### config.mk
export PLATFORM = sky130hd
export DESIGN_NAME = instr_sequencer_fsm
export DESIGN_NICKNAME = d
export VERILOG_FILES = /design/src/rtl/instr_sequencer_fsm.sv
export SDC_FILE = /design/constraint.sdc
export NUM_CORES = 1
export LEC_CHECK = 0
export CAP_MARGIN = 10
export CORE_MARGIN = 8
export CORE_UTILIZATION = 41
export CTS_CLUSTER_SIZE = 30
export DETAILED_ROUTE_END_ITERATION = 12
export GPL_TIMING_DRIVEN = 0
export PLACE_DENSITY = 0.71
export SLEW_MARGIN = 20
export SYNTH_ARGS = -nofsm -noshare
export SYNTH_HDL_FRONTEND = slang
export SYNTH_SLANG_ARGS = --single-unit
export TNS_END_PERCENT = 100
### constraint.sdc
create_clock -name clk -period 1.7 [get_ports clk]
set_input_delay 0.34 -clock clk [delete_from_list [all_inputs] [get_ports clk]]
set_output_delay 0.34 -clock clk [all_outputs]
set_load 0.02 [all_outputs]
### src/rtl/instr_sequencer_fsm.sv
// instr_sequencer_fsm: multi-cycle fetch/decode/execute sequencer for the 4-bit core.
// Every output is a flop loaded from the next state, so strobes only ever move on a clk edge.
module instr_sequencer_fsm #(
   parameter int PC_WIDTH   = 4,
   parameter int LAST_ADDR  = 15,
   parameter int SETTLE_CYC = 1
) (
   input  logic                clk,
   input  logic                clear,
   input  logic                run,
   input  logic [4:0]          instruction,
   output logic [PC_WIDTH-1:0] pc,
   output logic                oe_memo,
   output logic                oe_alu,
   output logic                oe_port,
   output logic                r_w,
   output logic                we_reg1,
   output logic                we_reg2,
   output logic                we_port,
   output logic                reg_sel,
   output logic [1:0]          alu_sel,
   output logic [1:0]          mem_addr,
   output logic                busy,
   output logic                halted
);
   typedef enum logic [2:0] {IDLE, FETCH, DECODE, EXEC, WRITE, NEXT, HALT} state_t;
   state_t state, nxt;
   logic [4:0] ir, cur;
   logic [2:0] cnt, op;
   logic [1:0] a;
   logic src, wr, ld, in_op;

   always_comb begin
      cur = (state == DECODE) ? instruction : ir;
      op = cur[4:2];
      a = cur[1:0];
      nxt = state;
      case (state)
         IDLE:    nxt = run ? FETCH : IDLE;
         FETCH:   nxt = DECODE;
         DECODE:  nxt = (cur == 5'b11111) ? HALT : EXEC;
         EXEC:    nxt = (cnt == 3'(SETTLE_CYC - 1)) ? WRITE : EXEC;
         WRITE:   nxt = NEXT;
         NEXT:    nxt = run ? FETCH : IDLE;
         HALT:    nxt = HALT;
         default: nxt = IDLE;
      endcase
      src = (nxt == EXEC) || (nxt == WRITE);
      wr = nxt == WRITE;
      ld = !op[1];
      in_op = (op == 3'b111) && (a != 2'b11);
   end

   always_ff @(posedge clk or posedge clear) begin
      if (clear) begin
         state <= IDLE;
         pc <= '0;
         ir <= '0;
         cnt <= '0;
         mem_addr <= '0;
         alu_sel <= '0;
         reg_sel <= 1'b0;
         oe_memo <= 1'b0;
         oe_alu <= 1'b0;
         oe_port <= 1'b0;
         r_w <= 1'b0;
         we_reg1 <= 1'b0;
         we_reg2 <= 1'b0;
         we_port <= 1'b0;
         busy <= 1'b0;
         halted <= 1'b0;
      end else begin
         state <= nxt;
         cnt <= (state == EXEC && nxt == EXEC) ? cnt + 3'd1 : 3'd0;
         if (state == DECODE) begin
            ir <= instruction;
            mem_addr <= instruction[1:0];
            alu_sel <= instruction[1:0];
            // stores pick R1/R2 from opcode bit 0, OUT picks from operand bit 0
            reg_sel <= instruction[4] ? instruction[0] : instruction[2];
         end
         if (state == NEXT)
            pc <= (pc == PC_WIDTH'(LAST_ADDR)) ? '0 : pc + PC_WIDTH'(1);
         oe_memo <= src && (op[2:1] == 2'b00);
         oe_alu <= src && (op[2:1] == 2'b10);
         oe_port <= src && in_op;
         r_w <= wr && (op[2:1] == 2'b01);
         we_reg1 <= wr && ((ld && !op[0]) || (in_op && !a[0]));
         we_reg2 <= wr && ((ld && op[0]) || (in_op && a[0]));
         we_port <= wr && (op == 3'b110);
         busy <= (nxt != IDLE) && (nxt != HALT);
         halted <= nxt == HALT;
      end
   end
endmodule

==> results of run 1 <==
==> area by class of cell <==
cell class / count / share of cell area (%)
clock inverters: 1 / 0.470
repair buffers: 27 / 16.9
inverters: 8 / 1.88
flip-flops and latches: 27 / 42.4
multi-input cells: 77 / 31.6
well taps: 33 / 2.58
clock buffers: 3 / 1.41
plain buffers: 6 / 2.82
==> state kept, by name (all words and copies together), names as in the netlist, 2 cells and up <==
name and count:
state 3, pc 4, ir 5, mem_addr 2, cnt 3
==> logic make-up after synthesis <==
family,count (synthesis),synth area share [%]
AO/OA/AOI/OAI,14,7.98
adder cells (fa/ha/maj),4,3.79
XOR/XNOR,1,0.698
buffers and inverters,14,5.98
AND/OR/NAND/NOR,51,20.9
multiplexers,7,6.78
flip-flops,27,53.8
==> final timing paths <==
kind,from,endpoint,slack (ns)
min in group clk,cnt[0],cnt[0],0.48
max,we_port,we_port,0.08
min,clear,r_w,0.36
max reg2reg,state[2],busy,0.09
min reg2reg,cnt[0],cnt[0],0.48
max in group asynchronous,clear,state[2],0.94
==> placed cells by master (no fill, tap or decap), types with 2 or more instances in the layout <==
cell	n
sky130_fd_sc_hd__inv_1	7
sky130_fd_sc_hd__mux2_2	2
sky130_fd_sc_hd__dlymetal6s2s_1	5
sky130_fd_sc_hd__dfrtp_1	26
sky130_fd_sc_hd__dlygate4sd2_1	6
sky130_fd_sc_hd__nor2_1	8
sky130_fd_sc_hd__buf_4	4
sky130_fd_sc_hd__a21oi_1	4
sky130_fd_sc_hd__ha_1	3
sky130_fd_sc_hd__clkbuf_4	3
sky130_fd_sc_hd__nor2b_1	2
sky130_fd_sc_hd__nand2_1	22
sky130_fd_sc_hd__o21ai_0	3
sky130_fd_sc_hd__clkdlybuf4s50_1	14
sky130_fd_sc_hd__buf_6	2
sky130_fd_sc_hd__nor3_1	4
sky130_fd_sc_hd__clkbuf_1	2
sky130_fd_sc_hd__mux2i_1	4
sky130_fd_sc_hd__nand3_1	4
==> timing repair <==
item	4_1_cts	5_1_grt
setup endpoints to repair	7	6
hold buffers	0	0
buffers inserted	2	0
endpoints found under the hold margin	0	0
pin swaps	0	1
gates resized for setup	7	5
==> routing by layer <==
| layer | GRT usage [%] | wire (µm) | share of wire (%) |
|---|---|---|---|
| met5 | 0 | 0 | 0 |
| met4 | 4.16 | 34 | 1.3 |
| met2 | 18.5 | 1270 | 50 |
| met3 | 4.60 | 162 | 6.4 |
| met1 | 12.0 | 1070 | 42 |
==> power groups by stage <==
| stage | sequential [mW] | combinational (mW) | clock [mW] |
|---|---|---|---|
| 2_1_floorplan | 1.20 | 0.682 | 0 |
| 3_3_place_gp | 1.07 | 1.28 | 0 |
| 3_5_place_dp | 1.08 | 1.31 | 0 |
| 4_1_cts | 1.04 | 1.32 | 0.297 |
| 5_1_grt | 1.07 | 1.43 | 0.316 |
| 6_report | 1.03 | 1.30 | 0.285 |
==> results.py, run 1 <==
metrics = {
    "setup_path": {
        "cpPeakStageDelay_ns": 0.60,
        "cp_num_buf_inv": 1,
        "critPathSlowestCell": "sky130_fd_sc_hd__clkdlybuf4s50_1",
        "cp_data_arrival_time_ns": 1.28,
        "crit_type": "reg -> out",
        "timing.critical_path.required_ns": 1.36,
        "worst_setup_path_start_kind": "register",
        "worst_path_dominant_cell_family": "buffers and inverters",
        "critical_path.cell_chain": "clkdlybuf4s50_1",
        "r2r_depth": 5,
        "critical_path_depth": 1,
        "worstPathMaxFanout": 1,
        "crit_path_end_kind": "output pin",
    },
    "route": {
        "number_of_nets_with_antenna_violations_after_routing": 0,
        "post_drt_via_cell_ratio": 5.24,
        "drc_markers": 0,
        "drtPass1Iterations": 5,
        "routed_wire_length_per_instance_um": 14.0,
        "vias": 954,
        "dr.first_iter.drc_count": 59,
        "totalWireLength_um": 2540,
    },
    "clock_network": {
        "tritoncts": "done",
        "clkTransAtPathRegs_ns": 0.15,
        "clock_latency_ns": 0.33,
        "cell_chosen_for_the_clock_root": "sky130_fd_sc_hd__clkbuf_4",
        "cts_max_level": 1,
        "cts.sinks": 27,
        "clock_path_buffers": 2,
        "cts_made_buffers": 3,
    },
    "logic_synthesis": {
        "post_synth_instance_area_mm2": 0.00125,
        "post-synth-top-area-cell": "sky130_fd_sc_hd__dfrtp_1",
        "yosys-top-cells-count": "sky130_fd_sc_hd__dfrtp_1, sky130_fd_sc_hd__nand2_1, sky130_fd_sc_hd__inv_1, sky130_fd_sc_hd__nor2_1",
        "number_of_nets_produced_by_synthesis": 129,
        "yosys.cell_types.count": 36,
        "postSynthRegisterBits": 27,
        "async_reset_ff_share_pct": 100,
        "yosysTopAreaCellShare_pct": 53.8,
        "number_of_synthesized_flops_with_an_enable_pin": 0,
        "warnings_synthesis": 0,
        "seq_area_frac_synth_pct": 53.8,
        "synthMostInstantiatedCell": "sky130_fd_sc_hd__dfrtp_1",
        "synthesis.area_per_instance_um2": 10.6,
        "netlist_top_cells_area": "sky130_fd_sc_hd__dfrtp_1, sky130_fd_sc_hd__nand2_1, sky130_fd_sc_hd__mux2i_1, sky130_fd_sc_hd__ha_1, sky130_fd_sc_hd__inv_1",
        "synth_top_flop_cell": "sky130_fd_sc_hd__dfrtp_1",
        "syn-instance-count": 118,
    },
    "power": {
        "max-vdd-ir-drop_mv": 1.20,
        "sw_frac_of_total_pct": 41.1,
        "power.share.sequential_pct": 39.5,
        "power.share.clock_pct": 10.9,
        "total_switching_power_mw": 1.08,
        "power_density_mw_per_mm2": 1640,
        "internal_pwr_total_mw": 1.54,
        "power_frac_comb_pct": 49.7,
        "cellLeakagePower_nw": 0.808,
        "overall_power_of_the_completed_layout_mw": 2.62,
    },
    "timing": {
        "tns_ns": 0,
        "finalHoldViolations": 0,
        "clock_skew_ns": 0.00296,
        "clock.fmax_mhz": 616,
        "hold_slack_ns": 0.359,
        "final_max_slew_viol_count": 0,
        "layout_worst_path_cycle_share_pct": 95.5,
        "worst_slack_ns": 0.0763,
        "layout_min_cycle_time_ns": 1.62,
        "setup_violations": 0,
        "timing.slew.headroom_pct": 62.9,
        "rsz0062_at_grt": "no",
        "worst_pin_slew_ns": 0.556,
    },
    "global_routing": {
        "initial_antenna_violation_count": 0,
        "grt_pass1_wl_um": 4460,
        "first_global_vias": 976,
        "largest_net_degree_at_the_start_of_global_routing": 28,
        "grtUsageTotal_pct": 11.0,
        "globalRoute.totalOverflow": 0,
    },
    "cells_and_area": {
        "layout_cell_share_with_drive_strength_beyond_1_pct": 13.4,
        "num_antenna_cells": 0,
        "layout.core_utilization_pct": 53.7,
        "n_fill_cell": 271,
        "areaGrowthSynthToFinish_pct": 27.3,
        "fin_cells": 182,
        "multi_input_area_um2": 504,
        "nNetsFinal": 161,
        "ff_latch_area_um2": 677,
        "design_area_mm2": 0.00160,
    },
    "floorplanning": {
        "die_w_um": 71.3,
        "floorplan.initialDensity_pct": 42.1,
        "top_level_ports": 26,
        "fp.coreArea_mm2": 0.00298,
        "fp.dieH_um": 71.3,
        "placementRows": 20,
        "die_area_mm2": 0.00509,
    },
    "placement": {
        "buffer_ports.inserted": 25,
        "total_half_perimeter_wirelength_after_legalization_and_detailed_placement_um": 1920,
        "detailed_place.area_mm2": 0.00155,
        "place_worst_setup_slack_ns": -0.174,
        "dp.cells": 176,
        "finalWeightedCongestion": 0.799,
    },
    "job": {
        "max_cap_violations": 0,
    },
    "outcome": {
        "run_status": "complete, no violations",
    },
    "hold_path": {
        "timing.hold.worst.class": "in -> async",
    },
}
Note: power is estimated with default switching activity, not from simulation.
==> inputs of run 2 (changes only) <==
- SKIP_CTS_REPAIR_TIMING: unset -> 1
==> results.py, run 2 (synthesis results as in run 1) <==
metrics = {
    "power": {
        "power_density_mw_per_mm2": 1640,
        "overall_power_of_the_completed_layout_mw": 2.66,
        "max-vdd-ir-drop_mv": 1.20,
        "cellLeakagePower_nw": 0.855,
    },
    "cells_and_area": {
        "most_used_cells_in_the_layout_excluding_fill_and_tap_cells": "sky130_fd_sc_hd__dfrtp_1, sky130_fd_sc_hd__nand2_1, sky130_fd_sc_hd__clkdlybuf4s50_1",
        "layout.core_utilization_pct": 54.3,
        "num_antenna_cells": 0,
        "nNetsFinal": 160,
        "areaGrowthSynthToFinish_pct": 28.9,
        "largest_register_ff_count": 5,
        "design_area_mm2": 0.00162,
        "reg_top3": "ir: 5 flops, pc: 4 flops",
        "layout_cell_share_with_drive_strength_beyond_1_pct": 14.2,
        "n_fill_cell": 267,
        "mostFrequentLayoutCell": "sky130_fd_sc_hd__dfrtp_1",
        "fin_cells": 181,
        "largest_register": "ir",
    },
    "route": {
        "wl_met1_um": 1070,
        "totalWireLength_um": 2560,
        "vias": 954,
        "drtPass1Iterations": 4,
        "dr_wl_met2_um": 1280,
        "dr.first_iter.drc_count": 62,
        "routed_wire_length_per_instance_um": 14.2,
        "post_drt_via_cell_ratio": 5.27,
        "met3_length_um": 183,
        "number_of_nets_with_antenna_violations_after_routing": 0,
        "top_layer_used": "met4",
        "drc_markers": 0,
    },
    "timing": {
        "rsz0062_at_grt": "no",
        "clock_skew_ns": 0.00174,
        "worst_pin_slew_ns": 0.556,
        "setup_violations": 0,
        "layout_worst_path_cycle_share_pct": 95.4,
        "final_max_slew_viol_count": 0,
        "layout_min_cycle_time_ns": 1.62,
        "tns_ns": 0,
        "hold_slack_ns": 0.360,
        "finalHoldViolations": 0,
        "worst_slack_ns": 0.0781,
        "clock.fmax_mhz": 617,
        "timing.slew.headroom_pct": 62.9,
    },
    "global_routing": {
        "largest_net_degree_at_the_start_of_global_routing": 28,
        "grtUsageTotal_pct": 10.9,
        "grt_pass1_wl_um": 4430,
        "initial_antenna_violation_count": 0,
        "first_global_vias": 968,
        "globalRoute.totalOverflow": 0,
    },
    "setup_path": {
        "crit_type": "reg -> out",
        "worst_setup_path_start_kind": "register",
        "critPathSlowestCell": "sky130_fd_sc_hd__clkdlybuf4s50_1",
        "cpPeakStageDelay_ns": 0.60,
        "worst_path_dominant_cell_family": "buffers and inverters",
        "crit_path_end_kind": "output pin",
        "setup.reg_to_reg.worst_slack_ns": 0.08,
        "cp_data_arrival_time_ns": 1.28,
        "worstPathMaxFanout": 1,
        "critical_path.cell_chain": "clkdlybuf4s50_1",
        "cp_num_buf_inv": 1,
        "timing.critical_path.required_ns": 1.36,
    },
    "clock_network": {
        "cts.sinks": 27,
        "clock_latency_ns": 0.33,
        "clkTransAtPathRegs_ns": 0.14,
        "tritoncts": "done",
        "cell_chosen_for_the_clock_root": "sky130_fd_sc_hd__clkbuf_4",
        "cts_made_buffers": 3,
        "clock_path_buffers": 2,
        "cts_max_level": 1,
    },
    "floorplanning": {
        "placementRows": 20,
        "floorplan.initialDensity_pct": 42.1,
        "fp.dieH_um": 71.3,
        "fp.coreArea_mm2": 0.00298,
        "top_level_ports": 26,
        "die_area_mm2": 0.00509,
        "die_w_um": 71.3,
    },
    "job": {
        "max_cap_violations": 0,
    },
    "hold_path": {
        "timing.hold.worst.class": "in -> async",
    },
    "outcome": {
        "run_status": "complete, no violations",
    },
    "placement": {
        "place_worst_setup_slack_ns": -0.174,
        "dp.cells": 176,
        "total_half_perimeter_wirelength_after_legalization_and_detailed_placement_um": 1920,
        "detailed_place.area_mm2": 0.00155,
        "finalWeightedCongestion": 0.799,
        "buffer_ports.inserted": 25,
    },
}
==> run 2: area by class of cell <==
cell class,instances,area (µm²),area share (%)
flip-flops and latches,27,678,41.9
multi-input cells,77,508,31.4
repair buffers,26,285,17.6
plain buffers,6,45.0,2.78
well taps,33,41.3,2.55
inverters,8,30.0,1.86
clock buffers,3,22.5,1.39
clock inverters,1,7.51,0.464
==> run 2: final timing paths <==
path | from | end | depth (start not counted)
setup / recovery | we_port | we_port | 1
hold / removal | clear | r_w | 2
setup reg to reg | state[2] | busy | 5
hold reg to reg | cnt[0] | cnt[0] | 1
max in group asynchronous | clear | state[1] | 2
min in group clk | cnt[0] | cnt[0] | 1
==> run 2: metal layers <==
metal  vias to the layer above  track usage [%]
met2                        34             18.4
met1                       457             11.9
met3                         4             4.60
li1                        459                -
met5                         -                0
met4                         0             4.16
==> run 2: report_power, final <==
part / switching [mW] / internal (mW)
combinational: 0.702 / 0.616
sequential: 0.186 / 0.869
clock: 0.194 / 0.0902
